==> src/rtl/pipeline_hazard_ctrl.sv <==
// Hazard controller for the pipeline register bank: RAW interlock from a
// 3-deep write scoreboard, mispredict flush sequencing and SLP sleep/wake.
module pipeline_hazard_ctrl #(
  parameter int FLUSH_CYCLES = 2,
  parameter int NUM_REGS     = 8
) (
  input  logic        clk,
  input  logic        reset,
  input  logic        dec_valid,
  input  logic [2:0]  dec_dst,
  input  logic [2:0]  dec_src,
  input  logic        dec_reads_dst,
  input  logic        dec_reads_src,
  input  logic        dec_writes_dst,
  input  logic        dec_writes_src,
  input  logic        dec_is_slp,
  input  logic        br_mispredict,
  input  logic        wake,
  input  logic        count_clr,
  output logic [7:0]  stall_o,
  output logic        clear_o,
  output logic        branch_fail_o,
  output logic        sleeping_o,
  output logic [15:0] stall_count_o
);

  typedef enum logic [1:0] {ST_RUN, ST_FLUSH, ST_SLEEP} state_t;

  localparam logic [2:0] FLUSH_LOAD = 3'(FLUSH_CYCLES - 1);

  state_t              state;
  logic [2:0]          flush_cnt;

  logic                vld_p0, vld_p1, vld_p2;
  logic [NUM_REGS-1:0] wmask_p0, wmask_p1, wmask_p2;
  logic                slp_p0, slp_p1, slp_p2;

  logic [NUM_REGS-1:0] dec_wmask;
  logic [NUM_REGS-1:0] inflight;
  logic                in_run;
  logic                raw;
  logic                slp_at_wb;
  logic                stall_any;
  logic                load_p0;

  function automatic logic [15:0] sat_inc16(input logic [15:0] v);
    return (v == 16'hFFFF) ? v : v + 16'd1;
  endfunction

  // Decode: write mask of the candidate instruction and the interlock.
  always_comb begin
    dec_wmask = '0;
    if (dec_writes_dst) dec_wmask[dec_dst] = 1'b1;
    if (dec_writes_src) dec_wmask[dec_src] = 1'b1;
  end

  // Writeback lands on the edge, so the W entry still blocks a read in decode.
  assign inflight = ({NUM_REGS{vld_p0}} & wmask_p0)
                  | ({NUM_REGS{vld_p1}} & wmask_p1)
                  | ({NUM_REGS{vld_p2}} & wmask_p2);

  assign in_run    = (state == ST_RUN);
  assign slp_at_wb = vld_p2 & slp_p2;

  assign raw = dec_valid & in_run &
               ((dec_reads_dst & inflight[dec_dst]) |
                (dec_reads_src & inflight[dec_src]));

  assign stall_o       = {6'b0, sleeping_o | (in_run & slp_at_wb), raw};
  assign stall_any     = |stall_o;
  assign load_p0       = dec_valid & ~stall_any & ~clear_o;
  assign branch_fail_o = br_mispredict & ~reset;

  // Scoreboard E (_p0) -> M (_p1) -> W (_p2); shifts every cycle like the bank.
  always_ff @(posedge clk or posedge reset) begin
    if (reset) begin
      vld_p0   <= 1'b0;
      vld_p1   <= 1'b0;
      vld_p2   <= 1'b0;
      wmask_p0 <= '0;
      wmask_p1 <= '0;
      wmask_p2 <= '0;
      slp_p0   <= 1'b0;
      slp_p1   <= 1'b0;
      slp_p2   <= 1'b0;
    end else begin
      vld_p0   <= load_p0;
      wmask_p0 <= load_p0 ? dec_wmask : '0;
      slp_p0   <= load_p0 & dec_is_slp;
      vld_p1   <= vld_p0;
      wmask_p1 <= wmask_p0;
      slp_p1   <= slp_p0;
      vld_p2   <= vld_p1;
      wmask_p2 <= wmask_p1;
      slp_p2   <= slp_p1;
    end
  end

  // Control FSM: a mispredict from any state restarts the flush window.
  always_ff @(posedge clk or posedge reset) begin
    if (reset) begin
      state      <= ST_RUN;
      flush_cnt  <= '0;
      clear_o    <= 1'b0;
      sleeping_o <= 1'b0;
    end else if (br_mispredict) begin
      state      <= ST_FLUSH;
      flush_cnt  <= FLUSH_LOAD;
      clear_o    <= 1'b1;
      sleeping_o <= 1'b0;
    end else begin
      case (state)
        ST_RUN: begin
          if (slp_at_wb) begin
            state      <= ST_SLEEP;
            sleeping_o <= 1'b1;
          end
        end
        ST_FLUSH: begin
          if (flush_cnt == 3'd0) begin
            state   <= ST_RUN;
            clear_o <= 1'b0;
          end else begin
            flush_cnt <= flush_cnt - 3'd1;
          end
        end
        ST_SLEEP: begin
          if (wake) begin
            state      <= ST_RUN;
            sleeping_o <= 1'b0;
          end
        end
        default: begin
          state      <= ST_RUN;
          clear_o    <= 1'b0;
          sleeping_o <= 1'b0;
        end
      endcase
    end
  end

  always_ff @(posedge clk or posedge reset) begin
    if (reset) begin
      stall_count_o <= '0;
    end else if (count_clr) begin
      stall_count_o <= '0;
    end else if (stall_any) begin
      stall_count_o <= sat_inc16(stall_count_o);
    end
  end

endmodule

==> config.mk <==
export PLATFORM = sky130hd
export DESIGN_NAME = pipeline_hazard_ctrl
export DESIGN_NICKNAME = d
export VERILOG_FILES = /design/src/rtl/pipeline_hazard_ctrl.sv
export SDC_FILE = /design/constraint.sdc
export NUM_CORES = 1
export LEC_CHECK = 0
export ABC_AREA = 1
export BUFFER_PORTS_ARGS = -buffer_cell sky130_fd_sc_hd__buf_2
export CORE_MARGIN = 3
export CORE_UTILIZATION = 50
export CTS_CLUSTER_DIAMETER = 200
export DETAILED_ROUTE_END_ITERATION = 8
export MAX_ROUTING_LAYER = met4
export PLACE_DENSITY = 0.71
export SLEW_MARGIN = 20
export SYNTH_ARGS = -nofsm -noshare
export SYNTH_HDL_FRONTEND = slang
export SYNTH_SLANG_ARGS = --single-unit
==> constraint.sdc <==
create_clock -name clk -period 1.92 [get_ports clk]
set_input_delay 0.384 -clock clk [delete_from_list [all_inputs] [get_ports clk]]
set_output_delay 0.384 -clock clk [all_outputs]
set_load 0.1 [all_outputs]
## Word level (Yosys, flattened, before mapping)

Index checks and enable logic that the tools add are counted.

| word-level totals | value |
|---|---|
| output and inout port bits | 27 |
| register bits after elaboration | 53 |
| input port bits | 17 |
| logic and storage cells | 93 |

| operators by class | value |
|---|---|
| mux-type cells | 29 |
| bitwise gates (word level) | 21 |
| order comparisons | 4 |
| reductions and logical operators | 13 |
| eq/ne operators | 10 |
| add/subtract/negate cells | 2 |

Operator list:

| cell | count |
|---|---|
| $mux W16 | 3 |
| $and A8 B8 Y8 | 3 |
| $mux W8 | 3 |
| $or A8 B8 Y8 | 3 |
| $add A16 B1 Y16 const B | 1 |
| $eq A16 B16 Y1 const B | 1 |
| $and A1 B1 Y1 | 10 |
| $mux W1 | 9 |
| $mux W3 | 3 |
| $lt A3 B4 Y1 const B | 2 |
| $mux W2 | 4 |
| $bmux W1 S3 | 2 |
| $demux W1 S3 | 2 |
| $ge A3 B1 Y1 const B | 2 |
| $ne A2 B2 Y1 const B | 3 |
| $ne A3 B3 Y1 const B | 2 |
| $pmux W2 S3 | 1 |
| $reduce_and A2 Y1 | 3 |
| $reduce_and A3 Y1 | 2 |
| $reduce_bool A2 Y1 | 2 |
| $reduce_or A2 Y1 | 2 |
| $logic_not A3 Y1 | 1 |
| $ne A3 B2 Y1 const B | 1 |
| $not A1 Y1 | 3 |
| other kinds (9) | 11 |

## Longest topological paths before layout

Gate-level depths: netlist of run 1.

| logic depth | value |
|---|---|
| depth after elaboration | 13 |
| gate-level depth with buffers | 15 |
| depth with buffers taken out | 13 |

## Least setup slack after synthesis of run 1

OpenSTA, ideal clock, no wires.

| timing path | value |
|---|---|
| path type | register -> register |
| start point | register sleeping_o |
| end point | register stall_count_o[6] |
| arrival time | 2.448 ns |
| library setup time | 0.123 ns |
| slack | -0.650 ns |
| data required time | 1.797 ns |
| buffers on the path | 1 |
| clock period less this slack | 2.570 ns |
| cell stages (with the launch flop) | 9 |
| cells stage by stage | dfrtp_1 inv_1 nand2_1 inv_1 nand3_4 nand2_4 buf_6 nand2_1 nand2_1 |

| on the way | value |
|---|---|
| longest elaborated chain between the ends | 4 |

RTL lines:

| what | line | text |
|---|---|---|
| from (decl) | 23 | `output logic sleeping_o,` |
| from (signal assigned) | 105 | `sleeping_o <= 1'b0;` |
| from (signal assigned) | 110 | `sleeping_o <= 1'b0;` |
| from (signal assigned) | 116 | `sleeping_o <= 1'b1;` |
| $or A1 B1 Y1 | 69 | `assign stall_o = {6'b0, sleeping_o \| (in_run & slp_at_wb), raw};` |
| net stall_o[1] | 20 | `output logic [7:0] stall_o,` |
| $reduce_or A2 Y1 | 70 | `assign stall_any = \|stall_o;` |
| $reduce_bool A2 Y1 (no source line) | -- |  |
| $reduce_and A2 Y1 (no source line) | -- |  |
| to (signal assigned) | 148 | `stall_count_o <= sat_inc16(stall_count_o);` |
| to (decl) | 24 | `output logic [15:0] stall_count_o` |

The timed path passes the listed nets, and every way through them passes these cells.
A chain may end at the register's enable or synchronous reset.

## Worst setup path after layout of run 1

| timing path | value |
|---|---|
| start point | register vld_p1 |
| end point | output stall_o[0] |

| on the way | value |
|---|---|
| longest elaborated chain between the ends | 8 |
| elaborated cells on any way between the ends | 11 |
| classes of those cells | 4 x mux; 7 x bitwise |

RTL lines:

| what | line | text |
|---|---|---|
| from (decl) | 34 | `logic vld_p0, vld_p1, vld_p2;` |
| from (signal assigned) | 90 | `vld_p1 <= vld_p0;` |
| $and A8 B8 Y8 (*) | 59 | `\| ({NUM_REGS{vld_p1}} & wmask_p1)` |
| $or A8 B8 Y8 (*) | 59 |  |
| $or A8 B8 Y8 (*) | 60 | `\| ({NUM_REGS{vld_p2}} & wmask_p2);` |
| $bmux W1 S3, on equally long branches | 66, 67 |  |
| $mux W1, on equally long branches | 66, 67 |  |
| $and A1 B1 Y1, on equally long branches | 66, 67 |  |
| $or A1 B1 Y1 (*) | 66 | `((dec_reads_dst & inflight[dec_dst]) \|` |
| $and A1 B1 Y1 (*) | 65 | `assign raw = dec_valid & in_run &` |
| to (decl) | 20 |  |

Mark *: on every way between the ends. The rest lies on a longest branch, timed or not. The select of a mux whose other input is x is not followed.

==> flow_summary.ini, run 1 <==
[clock_network]
clk_pin_slew_ns = 0.09
postCtsHoldBufs = 0
cts_buffers = 5
htree_levels = 2
cts.sinks = 53
clk-insertion-delay-late_ns = 0.30
ctsRootBufferMaster = clkbuf_8
cts_tree = yes
cts_max_path_buffers = 2

[routing]
num_vias = 2381
vias_per_cell = 5.165
drt_wl_total_mm = 6.503
dr.pass1.iters = 5
ant_nets = 0
routedWlPerCell_microns = 14.11
drt_iter0_markers = 137
drc_errors = 0

[placed_design]
placed_cells = 439
port_buffers = 37
pre_cts_ws_ns = 0.02162
gp_congestion = 0.8811
hpwl_mm = 4.150

[logic_synthesis]
synth_compound_area_frac = 0.03284
async_flop_share = 1.000
synth-main-ff-cell = dfrtp_1
netlist_area_sq_um = 2705
synthXorXnorAreaFrac = 0.03885
synth_mux_area_frac = 0
synth_top_family_by_area = simple AND/OR/NAND/NOR gates
synth.ff_latch_count = 53
yosys_warnings = 0
synthAdderAreaFrac = 0.01388
synth_seq_area_share = 0.4903
yosys.cell_types.count = 31
synth_edf_count = 0
synth-simple-area-share = 0.3372
synth_cells = 339
avgSynthCellArea_sq_um = 7.980

[die]
rows = 26
die_x_microns = 79.56
die_area_sq_um = 6329
die_y_microns = 79.56
start_util = 0.5230
design.core.area_sq_um = 5172
pin_count = 44

[sta]
setup_viol = 17
finalCritPeriodShare = 1.086
fmax_mhz = 479.4
whs_ns = 0.1302
finalHoldViolations = 0
min_period_ns = 2.086
maxSlewViolCount = 0
clock_skew_ns = 0.006522
rsz0062_at_grt = yes
tns_ns = -1.344
layout_setup_ws_ns = -0.1660

[run]
cap_violations = 0

[worst_setup_path]
start_kind = register
end_kind = output pin
path_class = reg -> out
cp.arrival_ns = 1.70
reg2reg_depth = 16
path_max_fanout = 4
required_ns = 1.54

[global_route]
first_global_vias = 2213
grt_max_degree = 54
grt-ovfl-total = 0
grt_usage = 0.2052
grt_first_pass_wirelength_mm = 10.05
antenna_found_initial = 0

[final_layout]
drive_above_1_share = 0.3683
n_antenna_cell = 0
fin_nets = 410
fin_cells = 461
syn2layout_area_growth_pct = 26.46
final_core_util = 0.6613
final_common_cell = nand2_1
layout.cells.most_common_list = nand2_1 (78), buf_2 (36), nor2_1 (33), dfrtp_1 (33), nand2_2 (31)

[worst_hold_path]
hold_path_class = in -> async

[status]
violations = setup timing
outcome = finished, violations left

[power_and_ir_drop]
max-vdd-ir-drop_mv = 0.4627
p_leak_nw = 1.815
powerDensity_nw_per_um2 = 797.4
## kinds of logic (layout without fill, tap and decap cells)
group                    count (synthesis)  in the layout
AND/OR/NAND/NOR                        206            209
flip-flops                              53             53
buffers and inverters                   49             93
AO/OA/AOI/OAI                           15             15
XOR/XNOR                                12             12
adder cells (fa/ha/maj)                  3              3
other                                    1              6
## power breakdown
part,switching (W),internal [W]
Clock,0.000347,0.000295
Sequential,0.0000618,0.00122
Combinational,0.000566,0.000242
Total,0.000975,0.00175
## registers in the layout, indices dropped and copies added (netlist names)
name and cells:
slp_p1 1, wmask_p1 8, vld_p2 1, slp_p2 1
clear_o 1, vld_p0 1, stall_count_o 16, state 2
vld_p1 1, sleeping_o 1, flush_cnt 3, slp_p0 1
wmask_p2 8, wmask_p0 8
## metrics by stage
stage	power [W]	area, sq um
2_1_floorplan	0.001810	2768
3_3_place_gp	0.001909	3005
3_5_place_dp	0.001925	3005
4_1_cts	0.002592	3159
5_1_grt	0.002868	3421
6_report	0.002728	3421
## final timing paths
| check | start | end | slack, ns |
|---|---|---|---|
| max | vld_p1$_DFF_PP0_ | stall_o[0] | -0.17 |
| max reg2reg | vld_p1$_DFF_PP0_ | stall_count_o[5]$_DFFE_PP0P_ | -0.10 |
| min in group clk | dec_is_slp | slp_p0$_DFF_PP0_ | 0.29 |
| min reg2reg | slp_p0$_DFF_PP0_ | slp_p1$_DFF_PP0_ | 0.35 |
| max in group asynchronous | reset | stall_count_o[13]$_DFFE_PP0P_ | 1.54 |
| min | reset | flush_cnt[0]$_DFFE_PP0P_ | 0.13 |
## cell type report
type	instances	area, sq um
clock buffers	8	90.09
fillers	423	1752
inverters	33	126.4
multi-input cells	245	1405
flip-flops and latches	53	1351
well taps	70	87.58
repair buffers	52	360.3
## repair_timing
item                       4_1_cts  5_1_grt
setup endpoints to repair        1       26
gates cloned                     0        3
buffers inserted                 4        7
resized for setup               13       55
pin swaps                        1       19
## worst max-delay path, stage by stage, from the launching register on
cell and delay (ns):
dfrtp_2 0.41, buf_2 0.16, nand2_1 0.09, nand3_2 0.09
nand2_1 0.07, inv_1 0.05, nor2_2 0.09, nor2_2 0.04
nand2_1 0.07, nand2_2 0.08, nand2_4 0.07, inv_4 0.04
buf_12 0.15
## metal layers
metal	up-vias	routed length (microns)	global-route usage
li1	1161	-	-
met4	0	90	0.05670
met1	1119	2916	0.2688
met3	6	449	0.04063
met2	95	3046	0.3264
met5	-	0	-
## Yosys cell counts (all sizes together) (2+ instances only)
cell type | instances | area (sq um)
nand3 | 41 | 232.7
dfrtp | 53 | 1326
nand4 | 6 | 37.54
a32oi | 2 | 17.52
xnor2 | 5 | 43.79
clkbuf | 2 | 7.510
xor2 | 7 | 61.31
a31oi | 2 | 12.51
inv | 33 | 123.9
ha | 3 | 37.54
a21oi | 6 | 30.03
nand2 | 115 | 451.7
nor3 | 2 | 10.01
nor2 | 40 | 165.2
buf | 14 | 100.1
o21ai | 3 | 15.01
(Power assumes the default switching activity.)
==> run 2: changes to the inputs <==
CORE_MARGIN = 1   (was 3)
PLACE_DENSITY = 0.74   (was 0.71)
clock period = 1.9 ns   (was 1.92 ns; I/O delays follow)
==> run 2 against run 1 <==
  * Clock-buffer cell count decreased by 2
  * Critical endpoint unchanged
  * The run still ends with setup timing left
  * Cell count up 0.43%
  * Clock skew up 0.0041 ns
  * Total power up 7.0%
  * Critical path depth is the same
  * Utilization increased by 0.77 points
  * Sequential share of layout area fell by 0.46 points
  * Combinational power hardly changed
  * Hold slack lost 0.018 ns
  * Worst setup slack lost 0.082 ns
  * Sequential cell count stayed put
  * Cell area increased by 1.2%
==> flow_summary.ini, run 2 (synthesis gave the netlist of run 1 again) <==
[sta]
fmax_mhz = 465.6
setup_viol = 17
whs_ns = 0.1122
tns_ns = -2.090
maxSlewViolCount = 0
finalCritPeriodShare = 1.131
finalHoldViolations = 0
layout_setup_ws_ns = -0.2480
clock_skew_ns = 0.01059
rsz0062_at_grt = yes
min_period_ns = 2.148

[final_layout]
largest_reg_flops = 16
fin_cells = 463
drive_above_1_share = 0.3664
multiInputGateArea_sq_um = 1393
syn2layout_area_growth_pct = 27.94
n_antenna_cell = 0
fin_nets = 412
final_common_cell = nand2_1
fin_area_sq_um = 3461
largest-register = stall_count_o
regArea_sq_um = 1351
layout.cells.most_common_list = nand2_1 (81), buf_2 (35), nor2_1 (34)
fillers = 401
final_core_util = 0.6691

[clock_network]
ctsRootBufferMaster = clkbuf_8
cts_max_path_buffers = 2
clk_pin_slew_ns = 0.10
htree_levels = 2
cts_tree = yes
clk-insertion-delay-late_ns = 0.31
cts.sinks = 53
postCtsHoldBufs = 0
cts_buffers = 5

[placed_design]
gp_congestion = 0.8324
port_buffers = 37
placed_cells = 442
hpwl_mm = 3.922
dpl_cell_area_sq_um = 3028

[global_route]
grt-ovfl-total = 0
antenna_found_initial = 0
grt_max_degree = 54
grt_usage = 0.2255
grt_first_pass_wirelength_mm = 9.142
first_global_vias = 2052

[die]
die_area_sq_um = 5709
design.core.area_sq_um = 5172
die_x_microns = 75.56
start_util = 0.5230
die_y_microns = 75.56
pin_count = 44
rows = 26

[worst_setup_path]
start_kind = register
cp.arrival_ns = 1.77
end_kind = output pin
path_class = reg -> out
required_ns = 1.52
r2r_slack_ns = -0.13
path_max_fanout = 4

[routing]
drt_wl_total_mm = 6.582
ant_nets = 0
num_vias = 2458
drt_iter0_markers = 187
drc_errors = 0
routedWlPerCell_microns = 14.22
dr.pass1.iters = 4
vias_per_cell = 5.309

[status]
violations = setup timing
outcome = finished, violations left

[worst_hold_path]
hold_path_class = in -> async

[power_and_ir_drop]
max-vdd-ir-drop_mv = 0.5312
p_leak_nw = 1.835
powerDensity_nw_per_um2 = 843.7

[run]
cap_violations = 0
[run 2: cell types whose count changed in the layout (fill, tap and decap cells not counted), moves of 2 or more]
cell	previous run	this run
clkbuf_1	2	0
nand2_2	31	28
nand3_2	12	10
a21oi_1	4	2
nand3_1	28	30
buf_4	7	9
a21oi_2	2	4
nand2_1	78	81
[run 2: final timing paths]
kind / from / end / cells past startpoint
max: vld_p1$_DFF_PP0_ / stall_o[0] / 12
min: reset / flush_cnt[0]$_DFFE_PP0P_ / 3
max reg2reg: vld_p1$_DFF_PP0_ / stall_count_o[5]$_DFFE_PP0P_ / 16
min reg2reg: slp_p1$_DFF_PP0_ / slp_p2$_DFF_PP0_ / 0
max in group asynchronous: reset / stall_count_o[11]$_DFFE_PP0P_ / 3
min in group clk: dec_is_slp / slp_p0$_DFF_PP0_ / 3
[run 2: worst max-delay path, stage by stage, from the launching register on]
cell     delay, ns
dfrtp_2       0.42
buf_6         0.14
nand2_1       0.05
nand3_1       0.09
nand2_1       0.05
nand3_1       0.07
nand2_1       0.07
nor2_1        0.12
nand2_1       0.08
nand2_2       0.08
nand2_4       0.05
inv_2         0.06
buf_12        0.16
[run 2: through the flow]
stage | total power (W) | worst slack [ns]
after global routing | 0.003053 | -0.3134
final | 0.002920 | -0.2480
after detailed placement | 0.001954 | 0.03218
after global placement | 0.001930 | 0.04013
after CTS | 0.002797 | -0.1601
after floorplan | 0.001829 | -0.05702
[run 2: final cells by class]
| type | instances | share of cell area |
|---|---|---|
| Sequential cell | 53 | 0.3905 |
| Tap cell | 70 | 0.02531 |
| Multi-Input combinational cell | 245 | 0.4024 |
| Clock inverter | 2 | 0.01085 |
| Clock buffer | 6 | 0.02386 |
| Timing Repair Buffer | 54 | 0.1114 |
| Inverter | 33 | 0.03579 |
[run 2: report_power, final]
group | internal (W) | leakage [nW] | switching (W)
Clock | 0.000429 | 0.0574 | 0.000376
Sequential | 0.00123 | 0.691 | 0.0000773
Combinational | 0.000244 | 1.09 | 0.000564
Total | 0.00190 | 1.83 | 0.00102
[run 2: per-layer routing]
layer  up-vias  global-route usage  wire (microns)  part of all wire
met1      1161              0.2841            2795              0.42
met5         -                   -               0                 0
li1       1176                   -               -                 -
met3        20             0.04497             367             0.056
met4         0             0.09465             208             0.032
met2       101              0.3562            3211              0.49
[run 2: what timing repair did]
action / CTS / global route
buffers inserted: 4 / 6
cloned: 0 / 3
endpoints found under the setup margin: 1 / 26
resized for setup: 19 / 44
pin swaps: 8 / 19
